### config.mk
export PLATFORM = sky130hd
export DESIGN_NAME = pillar_trigger_ctrl
export DESIGN_NICKNAME = d
export VERILOG_FILES = /design/src/rtl/pillar_pkg.sv /design/src/rtl/key_edge_detect.sv /design/src/rtl/pillar_trigger_ctrl.sv
export SDC_FILE = /design/constraint.sdc
export NUM_CORES = 1
export LEC_CHECK = 0
export ABC_CLOCK_PERIOD_IN_PS = 4600
export CAP_MARGIN = 20
export CORE_MARGIN = 8
export CORE_UTILIZATION = 45
export CTS_CLUSTER_DIAMETER = 150
export DETAILED_ROUTE_END_ITERATION = 16
export GPL_TIMING_DRIVEN = 1
export PLACE_DENSITY = 0.82
export SETUP_SLACK_MARGIN = 0.5
export SLEW_MARGIN = 20
export SYNTH_ARGS = -nofsm -noshare
export SYNTH_HDL_FRONTEND = slang
export SYNTH_HIERARCHICAL = 1
export SYNTH_SLANG_ARGS = --single-unit
### constraint.sdc
create_clock -name clock -period 4.6 [get_ports clock]
set_input_delay 1.15 -clock clock [delete_from_list [all_inputs] [get_ports clock]]
set_output_delay 1.15 -clock clock [all_outputs]
set_load 0.02 [all_outputs]
### src/rtl/pillar_pkg.sv
// Shared geometry and state encoding for the rising-pillar trigger path.
// Animator and background lookup import the same constants.
package pillar_pkg;

  localparam int PILLAR_X0       = 116;
  localparam int PILLAR_W        = 20;
  localparam int STAND_Y         = 143;
  localparam int RISE_STEPS      = 25;
  localparam int RISE_PX         = 3;
  localparam int TIMEOUT_FRAMES  = 63;
  localparam int DEBOUNCE_FRAMES = 2;

  localparam int FCNT_W = $clog2(TIMEOUT_FRAMES + 1);
  localparam int DBC_W  = $clog2(DEBOUNCE_FRAMES + 1);

  typedef enum logic [2:0] {
    IDLE   = 3'd0,
    RUN    = 3'd1,
    COMMIT = 3'd2,
    RAISED = 3'd3,
    FAULT  = 3'd4
  } state_e;

  function automatic logic [7:0] y_raised();
    int d;
    d = STAND_Y - RISE_STEPS * RISE_PX;
    return (d < 0) ? 8'd0 : 8'(d);
  endfunction

  localparam logic [7:0] Y_COMMIT = y_raised();

endpackage

### src/rtl/key_edge_detect.sv
// Lever synchroniser and press pulse; PILLAR_DEBOUNCE_EN adds
// frame-rate debounce with re-arm on release.
module key_edge_detect
  import pillar_pkg::*;
(
  input  logic clock,
  input  logic resetn,
  input  logic frame_tick,
  input  logic lever_n,
  output logic press_pulse
);

  logic s1_q, s2_q;
  logic pulse_q, pulse_d;

  // Sync flops reset to the idle (released) level
  always_ff @(posedge clock or negedge resetn) begin
    if (!resetn) begin
      s1_q    <= 1'b1;
      s2_q    <= 1'b1;
      pulse_q <= 1'b0;
    end else begin
      s1_q    <= lever_n;
      s2_q    <= s1_q;
      pulse_q <= pulse_d;
    end
  end

`ifdef PILLAR_DEBOUNCE_EN
  logic [DBC_W-1:0] low_q, low_d;
  logic             arm_q, arm_d;

  always_ff @(posedge clock or negedge resetn) begin
    if (!resetn) begin
      low_q <= '0;
      arm_q <= 1'b1;
    end else begin
      low_q <= low_d;
      arm_q <= arm_d;
    end
  end

  always_comb begin
    pulse_d = 1'b0;
    low_d   = low_q;
    arm_d   = arm_q;
    if (frame_tick) begin
      if (s2_q) begin
        low_d = '0;
        arm_d = 1'b1;
      end else begin
        if (low_q != DBC_W'(DEBOUNCE_FRAMES))
          low_d = low_q + 1'b1;
        if (arm_q &&
            low_q == DBC_W'(DEBOUNCE_FRAMES - 1)) begin
          pulse_d = 1'b1;
          arm_d   = 1'b0;
        end
      end
    end
  end
`else
  logic s3_q;
  logic unused_tick;

  assign unused_tick = frame_tick;

  always_ff @(posedge clock or negedge resetn) begin
    if (!resetn) s3_q <= 1'b1;
    else         s3_q <= s2_q;
  end

  always_comb begin
    pulse_d = s3_q & ~s2_q;
  end
`endif

  assign press_pulse = pulse_q;

endmodule

### src/rtl/pillar_trigger_ctrl.sv
// Pillar trigger FSM: start/hold animator, commit Y, lock pillar.
// Optional PILLAR_DEBOUNCE_EN debounces the lever in key_edge_detect.
module pillar_trigger_ctrl
  import pillar_pkg::*;
(
  input  logic       clock,
  input  logic       resetn,
  input  logic       frame_tick,
  input  logic [8:0] char_X,
  input  logic [7:0] char_Y,
  input  logic       lever_n,
  input  logic       doneAnimation,
  output logic       start_pillar,
  output logic       move_lock,
  output logic [7:0] char_Y_out,
  output logic       pillar_raised,
  output logic       fault
);

  localparam logic [8:0] X_LO = 9'(PILLAR_X0);
  localparam logic [8:0] X_HI = 9'(PILLAR_X0 + PILLAR_W);
  localparam logic [7:0] Y_ON = 8'(STAND_Y);
  localparam logic [FCNT_W-1:0] TMO = FCNT_W'(TIMEOUT_FRAMES);

  logic press_pulse;
  logic in_win, on_pillar;

  state_e            state_q, state_d;
  logic [FCNT_W-1:0] fcnt_q, fcnt_d;
  logic              age_q, age_d;
  logic [7:0]        ycmt_q, ycmt_d;

  key_edge_detect u_key (
    .clock       (clock),
    .resetn      (resetn),
    .frame_tick  (frame_tick),
    .lever_n     (lever_n),
    .press_pulse (press_pulse)
  );

  assign in_win    = (char_X >= X_LO) && (char_X < X_HI);
  assign on_pillar = in_win && (char_Y == Y_ON);

  always_ff @(posedge clock or negedge resetn) begin
    if (!resetn) begin
      state_q <= IDLE;
      fcnt_q  <= '0;
      age_q   <= 1'b0;
      ycmt_q  <= '0;
    end else begin
      state_q <= state_d;
      fcnt_q  <= fcnt_d;
      age_q   <= age_d;
      ycmt_q  <= ycmt_d;
    end
  end

  // age_q gates a stale done until start has been high two cycles
  always_comb begin
    state_d = state_q;
    fcnt_d  = fcnt_q;
    age_d   = age_q;
    ycmt_d  = ycmt_q;
    unique case (state_q)
      IDLE: begin
        fcnt_d = '0;
        age_d  = 1'b0;
        if (press_pulse && on_pillar)
          state_d = RUN;
      end
      RUN: begin
        age_d = 1'b1;
        if (frame_tick && fcnt_q != TMO)
          fcnt_d = fcnt_q + 1'b1;
        if (doneAnimation && age_q)
          state_d = COMMIT;
        else if (fcnt_q == TMO)
          state_d = FAULT;
      end
      COMMIT: begin
        ycmt_d  = Y_COMMIT;
        state_d = RAISED;
      end
      RAISED: ;
      FAULT:  ;
      default: state_d = IDLE;
    endcase
  end

  assign start_pillar  = (state_q == RUN) ||
                         (state_q == COMMIT) ||
                         (state_q == RAISED);
  assign move_lock     = (state_q == RUN) ||
                         (state_q == COMMIT);
  assign pillar_raised = (state_q == RAISED);
  assign fault         = (state_q == FAULT);
  assign char_Y_out    = (pillar_raised && in_win) ?
                         ycmt_q : char_Y;

endmodule
Word-level counts from Yosys, hierarchy flattened
Cells that the tools add are included.

Bits in registers: 15. Word-level logic and storage cells: 45.

$add $sub $neg: 1. Equality and inequality tests: 10. Reductions and logical operators: 13. Muxes and demuxes: 8. $lt $le $gt $ge: 2. Bitwise gates (word level): 3.

Operator list (count): 3-bit case mux with 4 select lines (1); 6-bit case mux with 2 select lines (1); 9-bit by 7-bit >= comparator with 1-bit output (second input constant) (1); 9-bit by 8-bit less-than comparator with 1-bit output (second input constant) (1); 3-bit 2-to-1 mux (3); 8-bit equality test (second input constant) (1); 8-bit 2-to-1 mux (1); 6-bit by 1-bit adder with 6-bit output (second input constant) (1); 3-bit by 2-bit equality test with 1-bit output (second input constant) (2); 6-bit equality test (second input constant) (1); 1-bit logical AND (6); 6-bit 2-to-1 mux (1); 6-bit inequality test (second input constant) (1); 2-bit inequality test (second input constant) (2); 3-bit by 1-bit equality test with 1-bit output (second input constant) (1); 3-bit equality test (second input constant) (1); 3-bit logical NOT (1); 3-bit inequality test (second input constant) (1); 3-bit AND reduction (1); 1-bit logical OR (2); 1-bit inverter (2); 1-bit case mux with 2 select lines (1); 2-bit AND reduction (1); 2-bit nonzero test (1); other kinds (2) (2).

Logic depth before layout (Yosys ltp)
Gate-level depths: netlist of run 1.

Depth after elaboration: 6. Mapped depth: 5. Gate-level depth less buffers: 5.

Cells and area by module
Netlist of run 1, hierarchy kept.

By module, submodules not included: pillar_trigger_ctrl (cells each 83, area an instance 752.0 um2, seq. area each 275.3 um2, instances 1); key_edge_detect (cells each 5, area an instance 117.6 um2, seq. area each 103.8 um2, instances 1).

Worst setup path before layout of run 1
OpenSTA, ideal clock, no wires.

Path type: input to output. Start: in char_X[7]. End: out char_Y_out[2]. Required time: 3.450 ns. Stages: 3. Data arrival time: 2.378 ns. Slack: 1.072 ns. Path buffers: 0. Path through: or4_1 > a21boi_4 > mux2_2.

Word-level cells in the longest chain between the ends: 4. Elaborated cells between the ends (all ways): 5. Those cells by class: order compare (2); mux (1); reduce/logical (2).

Ends and longest elaborated chain: from (decl) (RTL line pillar_trigger_ctrl.sv:9) `input logic [8:0] char_X,`; 9-bit by 7-bit >= comparator with 1-bit output or 9-bit by 8-bit less-than comparator with 1-bit output (tied branches) (RTL line pillar_trigger_ctrl.sv:41) `assign in_win = (char_X >= X_LO) && (char_X < X_HI);`; 1-bit logical AND * (RTL line pillar_trigger_ctrl.sv:41); 1-bit logical AND * (RTL line pillar_trigger_ctrl.sv:97) `assign char_Y_out = (pillar_raised && in_win) ?`; 8-bit 2-to-1 mux * (RTL line pillar_trigger_ctrl.sv:97); to (decl) (RTL line pillar_trigger_ctrl.sv:15) `output logic [7:0] char_Y_out,`.

Mark *: on every way between the ends. The rest lies on a longest branch, timed or not.

Worst setup path after layout of run 1
Start: in char_X[7]. End: out char_Y_out[5].

Same word-level chain as after synthesis.

==> results of run 1 <==
-- worst max path at each step --
stage	start	to	depth (start not counted)
global route	char_X[7]	char_Y_out[3]	6
finish	char_X[7]	char_Y_out[5]	6
CTS	char_X[3]	char_Y_out[2]	6
floorplan	char_X[7]	char_Y_out[2]	3
detailed placement	char_X[3]	char_Y_out[2]	6
global placement	char_X[3]	char_Y_out[6]	6
-- flip-flops by register name, indices dropped and copies added (netlist names) --
| register | flops |
|---|---|
| age_q | 1 |
| state_q | 3 |
| fcnt_q | 6 |
| u_key/press_pulse | 1 |
| u_key/s1_q | 1 |
| u_key/s3_q | 1 |
| u_key/s2_q | 1 |
| ycmt_q | 1 |
-- power by group through the flow --
stage          combinational [W]  sequential (W)  clock (W)
2_1_floorplan          0.0000321        0.000163          0
6_report               0.0000639        0.000165  0.0000742
3_3_place_gp           0.0000635        0.000166          0
3_5_place_dp           0.0000666        0.000166          0
5_1_grt                0.0000719        0.000167  0.0000843
4_1_cts                0.0000639        0.000164  0.0000776
-- metal layers --
| layer | global-route usage [%] | part of all wire, % | vias to the layer above |
|---|---|---|---|
| met5 | 0 | 0 | - |
| met4 | 6.12 | 0.37 | 0 |
| met3 | 4.95 | 9.1 | 2 |
| met2 | 21.1 | 47 | 30 |
| met1 | 12.3 | 44 | 376 |
| li1 | - | - | 384 |
-- worst max-delay path, stage by stage --
cell                              delay (ps)
sky130_fd_sc_hd__clkdlybuf4s50_1         420
sky130_fd_sc_hd__or4_4                   560
sky130_fd_sc_hd__a21boi_4                250
sky130_fd_sc_hd__buf_4                   170
sky130_fd_sc_hd__nor2b_1                  40
sky130_fd_sc_hd__clkdlybuf4s15_1         280
-- what timing repair did --
action / CTS / global route
buffers inserted: 0 / 1
endpoints found under the setup margin: 8 / 5
pin swaps: 1 / 2
gates cloned: 0 / 0
gates resized for setup: 17 / 10
-- cell families (layout without fill, tap and decap cells) --
logic type               count (synthesis)  after routing
buffers and inverters                    6             40
adder cells (fa/ha/maj)                  1              1
flip-flops                              15             15
AND/OR/NAND/NOR                         47             47
multiplexers                             2              2
AO/OA/AOI/OAI                           16             16
XOR/XNOR                                 1              1
-- per-stage QoR --
stage / instance area (um^2) / total power [W] / cells / hold WS, ps
finish: 1250 / 0.000303 / 149 / 362
global route: 1250 / 0.000324 / 149 / 370
CTS: 1230 / 0.000306 / 148 / 363
detailed placement: 1200 / 0.000233 / 144 / 350
global placement: 1200 / 0.000229 / 144 / 345
floorplan: 870 / 0.000195 / 88 / 345
-- cells in the mapped netlist (all sizes together) (2+ instances only) --
master  number
dfrtp       12
nor2b        7
inv          3
nor4         2
buf          2
o21ai        3
nand3b       2
nand2        8
mux2         2
nand3       11
nor2         9
o211ai       2
a21o         2
dfstp        3
-- area by class of cell --
cell class	count	area, um^2
repair buffers	33	322
inverters	3	11.3
flip-flops and latches	15	379
well taps	27	33.8
multi-input cells	67	473
fillers	175	636
clock buffers	3	22.5
clock inverters	1	5.00
==> metrics.csv, run 1 <==
stage,metric,value,unit
timing,RSZ-0062 raised after global routing,false,
layout,antenna diode count,0,
cts,maximum buffer depth of the clock tree,2,
power_and_ir_drop,cell-internal power,0.000217,W
worst_setup_path,Reg-to-Reg End,fcnt_q[5],
run,max-cap violation count,0,
hold_path,hold path startpoint,u_key/s1_q,
global_route,GRT Resource Usage Total,12.2,%
cts,Inserted Clock Buffers,3,
worst_setup_path,reg-to-reg startpoint,state_q[0],
worst_setup_path,number of cells traversed by the worst register-to-register path,4,
yosys,share of flip-flops with an asynchronous set or reset,100,%
timing,final number of setup-violating endpoints,0,
power_and_ir_drop,static leakage,0.549,nW
layout,Total Nets Final,146,
worst_setup_path,"Worst Path Class, Setup",in -> out,
timing,final critical delay including setup and external delays,4030,ps
timing,share of the clock period used by the worst path,87.5,%
worst_setup_path,maximum fanout along the worst path,6,
yosys,fraction of synthesized area in multiplexers,2.59,%
die,Die Outline Area,3600,um^2
timing,Layout Skew,1.83,ps
timing,number of pins exceeding their max-slew limit in the final report,0,
yosys,area share of xor/xnor cells in the synthesized design,1.01,%
timing,TNS Setup,0,ps
yosys,number of enable flip-flop cells after synthesis,0,
power_and_ir_drop,power share of the clock group,24.5,%
route,routed vias/inst,5.32,
global_route,number of global-route vias before repair,778,
yosys,Synth area leaders,"sky130_fd_sc_hd__dfrtp_1 (35%), sky130_fd_sc_hd__dfstp_2 (9.1%), sky130_fd_sc_hd__nand3_1 (6.3%), sky130_fd_sc_hd__nor2b_1 (4.3%), sky130_fd_sc_hd__nor2_1 (3.9%)",
global_route,initial antenna violation count,0,
yosys,simple-gate portion of the synthesized area,31.7,%
yosys,Cell variety after synth,38,
die,die extent in x,60.0,um
timing,achievable frequency,248,MHz
cts,Clk Tree Root Cell,sky130_fd_sc_hd__clkbuf_4,
timing,max_slew headroom,56.4,%
die,FP Rows,16,
yosys,post-synth top area share,34.5,%
cts,Clock H-tree levels,1,
layout,highest-count cells in the layout ignoring fill and taps,"sky130_fd_sc_hd__clkdlybuf4s50_1 (20), sky130_fd_sc_hd__dfrtp_1 (12), sky130_fd_sc_hd__nand3_1 (11), sky130_fd_sc_hd__nor2_1 (9), sky130_fd_sc_hd__nand2_1 (8)",
worst_setup_path,arrival time of data at the critical path endpoint,2880,ps
yosys,post-synthesis cell area,870,um^2
yosys,dominant combinational cell family by area after synthesis,simple AND/OR/NAND/NOR gates,
route,iteration count of the initial detailed-routing pass,4,
die,height of the chip,60.0,um
cts,clk slew on worst S/H paths,90,ps
route,number of design rule violations left after detail routing,0,
worst_setup_path,data required time at the worst endpoint,3450,ps
timing,number of endpoints with negative hold slack in the final report,0,
hold_path,count of cells along the worst hold path,0,
layout,P&R area growth vs syn,43.3,%
route,post-DR wirelength/cell,14.4,um
yosys,synthesis-stage register bit count,15,
global_route,wire length of the first global-routing pass,3310,um
yosys,synthesized netlist cell count,88,
timing,"crit path setup slack, layout",574,ps
hold_path,worst min path class,reg -> reg,
cts,Clock Sinks,15,
yosys,sequential fraction of the synthesis area,43.6,%
route,sum of routed wire length over all layers,2150,um
cts,clock tree from TritonCTS,done,
die,initial core utilization,46.2,%
layout,utilization after layout,66.2,%
global_route,largest net degree at the start of global routing,16,
route,routed vias,792,
worst_setup_path,Critical Path Sink Type,output pin,
cts,Hold Buf Count CTS,0,
worst_setup_path,slack of the worst reg-to-reg path,2930,ps
yosys,adder-cell share of the synthesized area,1.44,%
power_and_ir_drop,switching power summed over all nets,0.0000861,W
die,CORE AREA,1880,um^2
timing,actual transition at the worst max-transition pin,652,ps
power_and_ir_drop,Worst IR Drop VDD,0.177,mV
cts,clock latency of the later-clocked register in the worst-skew pair,280,ps
hold_path,endpoint with the worst hold slack,u_key/s2_q,
place,detailed-placement wirelength estimate,1660,um
yosys,Synth Net Count,111,
power_and_ir_drop,switching share of power,28.4,%
layout,"most common cell after layout, fill and taps aside",sky130_fd_sc_hd__clkdlybuf4s50_1,
power_and_ir_drop,PD cells,243,nW/um^2
yosys,most used flip-flop cell after synthesis,sky130_fd_sc_hd__dfrtp_1,
route,post-route ant nets,0,
die,IO Pins,34,
place,# port buffers,31,
yosys,compound-cell area share of the yosys netlist,16.4,%
place,post-placement worst setup slack,56.5,ps
power_and_ir_drop,part of the power in combinational logic,21.1,%
yosys,Yosys warning total,6,
route,1st-iter DRT viols,6,
power_and_ir_drop,sequential share of power,54.4,%
yosys,average footprint of a synthesized cell,9.88,um^2
layout,fraction of final layout cells sized beyond drive strength 1,18.0,%
run_status,result of the run,"finished, final reports clean",
worst_setup_path,crit start category,primary input,
place,final weighted congestion in routability-driven placement,0.761,
yosys,largest area contributor in the netlist,sky130_fd_sc_hd__dfrtp_1,
global_route,total global routing overflow,0,
Note: power is estimated with default switching activity, not from simulation.
==> run 2: changes to the inputs <==
--- a/config.mk
+++ b/config.mk
@@ -14,6 +14,7 @@
 export GPL_TIMING_DRIVEN = 1
 export PLACE_DENSITY = 0.82
 export SETUP_SLACK_MARGIN = 0.5
+export SKIP_LAST_GASP = 1
 export SLEW_MARGIN = 20
 export SYNTH_ARGS = -nofsm -noshare
 export SYNTH_HDL_FRONTEND = slang
==> results of run 2 <==
Same layout as run 1: the final DEF is identical, and so are final timing and power.
==> run 3: changes to the inputs <==
--- a/config.mk
+++ b/config.mk
@@ -5,7 +5,7 @@
 export SDC_FILE = /design/constraint.sdc
 export NUM_CORES = 1
 export LEC_CHECK = 0
-export ABC_CLOCK_PERIOD_IN_PS = 4600
+export ABC_CLOCK_PERIOD_IN_PS = 4800
 export CAP_MARGIN = 20
 export CORE_MARGIN = 8
 export CORE_UTILIZATION = 45
@@ -13,6 +13,7 @@
 export DETAILED_ROUTE_END_ITERATION = 16
 export GPL_TIMING_DRIVEN = 1
 export PLACE_DENSITY = 0.82
+export REMOVE_ABC_BUFFERS = 1
 export SETUP_SLACK_MARGIN = 0.5
 export SKIP_LAST_GASP = 1
 export SLEW_MARGIN = 20
==> constraint.sdc (replaced) <==
create_clock -name clock -period 4.8 [get_ports clock]
set_input_delay 1.2 -clock clock [delete_from_list [all_inputs] [get_ports clock]]
set_output_delay 1.2 -clock clock [all_outputs]
set_load 0.02 [all_outputs]
==> run 3 against run 2 <==
Clock skew about the same. Critical endpoint is now char_Y_out[0]. Largest power group unchanged. Global-route usage grew 0.27 points. Critical path type unchanged. Critical path depth rose by 1. Register-to-register slack better by 190 ps.
==> metrics.csv, run 3 (synthesis results as in run 1) <==
stage,metric,value,unit
run_status,result of the run,"finished, final reports clean",
worst_setup_path,crit start category,primary input,
worst_setup_path,arrival time of data at the critical path endpoint,2930,ps
timing,number of endpoints with negative hold slack in the final report,0,
route,1st-iter DRT viols,9,
route,post-DR wirelength/cell,14.2,um
route,routed vias/inst,5.36,
layout,P&R area growth vs syn,40.0,%
route,detailed-routing wirelength on met1,910,um
place,detailed-placement wirelength estimate,1640,um
layout,"most common cell after layout, fill and taps aside",sky130_fd_sc_hd__clkdlybuf4s50_1,
die,IO Pins,34,
cts,clk slew on worst S/H paths,90,ps
layout,number of flip-flops in the largest register,6,
cts,clock latency of the later-clocked register in the worst-skew pair,290,ps
worst_setup_path,maximum fanout along the worst path,6,
layout,filler-free cell count of the finished design,148,
global_route,number of global-route vias before repair,812,
cts,Inserted Clock Buffers,3,
layout,Total Nets Final,145,
layout,register with the most flip-flops,fcnt_q,
timing,final number of setup-violating endpoints,0,
layout,FF/Latch Area,379,um^2
route,routed vias,794,
cts,Clock Sinks,15,
layout,highest-count cells in the layout ignoring fill and taps,"sky130_fd_sc_hd__clkdlybuf4s50_1 (23), sky130_fd_sc_hd__dfrtp_1 (12), sky130_fd_sc_hd__nand3_1 (11), sky130_fd_sc_hd__nor2_1 (9), sky130_fd_sc_hd__nand2_1 (8)",
worst_setup_path,reg-to-reg startpoint,state_q[0],
die,Die Outline Area,3600,um^2
layout,biggest regs,"fcnt_q x6, state_q x3",
global_route,largest net degree at the start of global routing,16,
worst_setup_path,slack of the worst reg-to-reg path,3120,ps
power_and_ir_drop,PD cells,240,nW/um^2
timing,TNS Setup,0,ps
timing,final critical delay including setup and external delays,4130,ps
worst_setup_path,Reg-to-Reg End,fcnt_q[4],
global_route,initial antenna violation count,0,
global_route,total global routing overflow,0,
hold_path,count of cells along the worst hold path,0,
die,initial core utilization,46.2,%
timing,achievable frequency,242,MHz
route,met3 layer wire length in the routed design,210,um
route,iteration count of the initial detailed-routing pass,4,
layout,multi-input logic area,465,um^2
place,# port buffers,31,
cts,Clk Tree Root Cell,sky130_fd_sc_hd__clkbuf_4,
route,met2 routed WL,938,um
timing,number of pins exceeding their max-slew limit in the final report,0,
route,number of design rule violations left after detail routing,0,
place,final weighted congestion in routability-driven placement,0.782,
worst_setup_path,Critical Path Sink Type,output pin,
layout,fraction of final layout cells sized beyond drive strength 1,16.5,%
power_and_ir_drop,static leakage,0.512,nW
worst_setup_path,"Worst Path Class, Setup",in -> out,
die,height of the chip,60.0,um
cts,Clock H-tree levels,1,
die,FP Rows,16,
route,post-route ant nets,0,
cts,maximum buffer depth of the clock tree,2,
timing,RSZ-0062 raised after global routing,false,
worst_setup_path,number of cells traversed by the worst register-to-register path,4,
timing,max_slew headroom,57.9,%
timing,Layout Skew,1.62,ps
hold_path,worst min path class,reg -> reg,
worst_setup_path,Setup crit start,char_X[3],
die,CORE AREA,1880,um^2
hold_path,hold path startpoint,u_key/s1_q,
layout,fill cell count,179,
global_route,wire length of the first global-routing pass,3460,um
route,sum of routed wire length over all layers,2110,um
cts,clock tree from TritonCTS,done,
global_route,GRT Resource Usage Total,12.5,%
run,max-cap violation count,0,
place,Post-Place Cells,143,
die,die extent in x,60.0,um
worst_setup_path,data required time at the worst endpoint,3600,ps
layout,antenna diode count,0,
hold_path,endpoint with the worst hold slack,u_key/s2_q,
route,top routing layer in use,met4,
timing,share of the clock period used by the worst path,86.1,%
power_and_ir_drop,Worst IR Drop VDD,0.185,mV
timing,actual transition at the worst max-transition pin,630,ps
[run 3: changes by cell type in the layout (fill, tap and decap cells not counted), moves of 2 or more]
cell / previous run / this run
sky130_fd_sc_hd__dlygate4sd2_1: 2 / 6
sky130_fd_sc_hd__clkdlybuf4s50_1: 20 / 23
sky130_fd_sc_hd__clkdlybuf4s15_1: 3 / 0
sky130_fd_sc_hd__mux2_4: 2 / 0
sky130_fd_sc_hd__dlymetal6s2s_1: 3 / 0
sky130_fd_sc_hd__mux2_2: 0 / 2
[run 3: what timing repair did]
| item | CTS | global route |
|---|---|---|
| endpoints found under the setup margin | 8 | 2 |
| resized for setup | 9 | 4 |
| endpoints found under the hold margin | 0 | 0 |
| buffers inserted | 1 | 0 |
| hold buffers | 0 | 0 |
| pin swaps | 1 | 0 |
[run 3: where the power goes]
part           leakage, nW  internal (W)   total, W  switching, W
Sequential           0.173      0.000143   0.000158     0.0000152
Clock               0.0177     0.0000310  0.0000742     0.0000432
Combinational        0.321     0.0000327  0.0000599     0.0000272
[run 3: routing by layer]
| layer | global-route usage, % | up-vias |
|---|---|---|
| li1 | - | 383 |
| met1 | 12.8 | 371 |
| met2 | 21.1 | 35 |
| met3 | 4.09 | 5 |
| met4 | 8.16 | 0 |
| met5 | 0 | - |
[run 3: worst max-delay path, stage by stage]
cell and delay, ps:
sky130_fd_sc_hd__clkdlybuf4s50_1 470, sky130_fd_sc_hd__nor2_1 50, sky130_fd_sc_hd__or4_4 500, sky130_fd_sc_hd__a21boi_4 200, sky130_fd_sc_hd__buf_4 170, sky130_fd_sc_hd__nor2b_1 40
sky130_fd_sc_hd__dlygate4sd2_1 310
[run 3: worst max path at each step]
stage,cells after the start,endpoint,slack [ps]
finish,7,char_Y_out[0],670
global route,7,char_Y_out[7],570
CTS,6,char_Y_out[6],500
detailed placement,6,char_Y_out[6],160
global placement,6,char_Y_out[2],180
floorplan,3,char_Y_out[2],1170
[run 3: through the flow]
stage / setup slack, ps / cell area, um^2 / utilization, % / total power [W] / hold WS [ps]
2_1_floorplan: 1170 / 852 / - / 0.000187 / 345
3_3_place_gp: 180 / 1200 / 63.6 / 0.000219 / 346
3_5_place_dp: 157 / 1200 / 63.6 / 0.000224 / 347
4_1_cts: 501 / 1220 / 65.1 / 0.000295 / 360
5_1_grt: 567 / 1220 / 64.7 / 0.000307 / 369
6_report: 666 / 1220 / 64.7 / 0.000292 / 360
[run 3: cell type report]
class | count | area share (%)
multi-input combinational | 67 | 38.2
tap | 27 | 2.77
clock inverter | 1 | 0.411
inverter | 3 | 0.925
clock buffer | 3 | 1.85
timing repair buffer | 32 | 24.7
sequential | 15 | 31.1
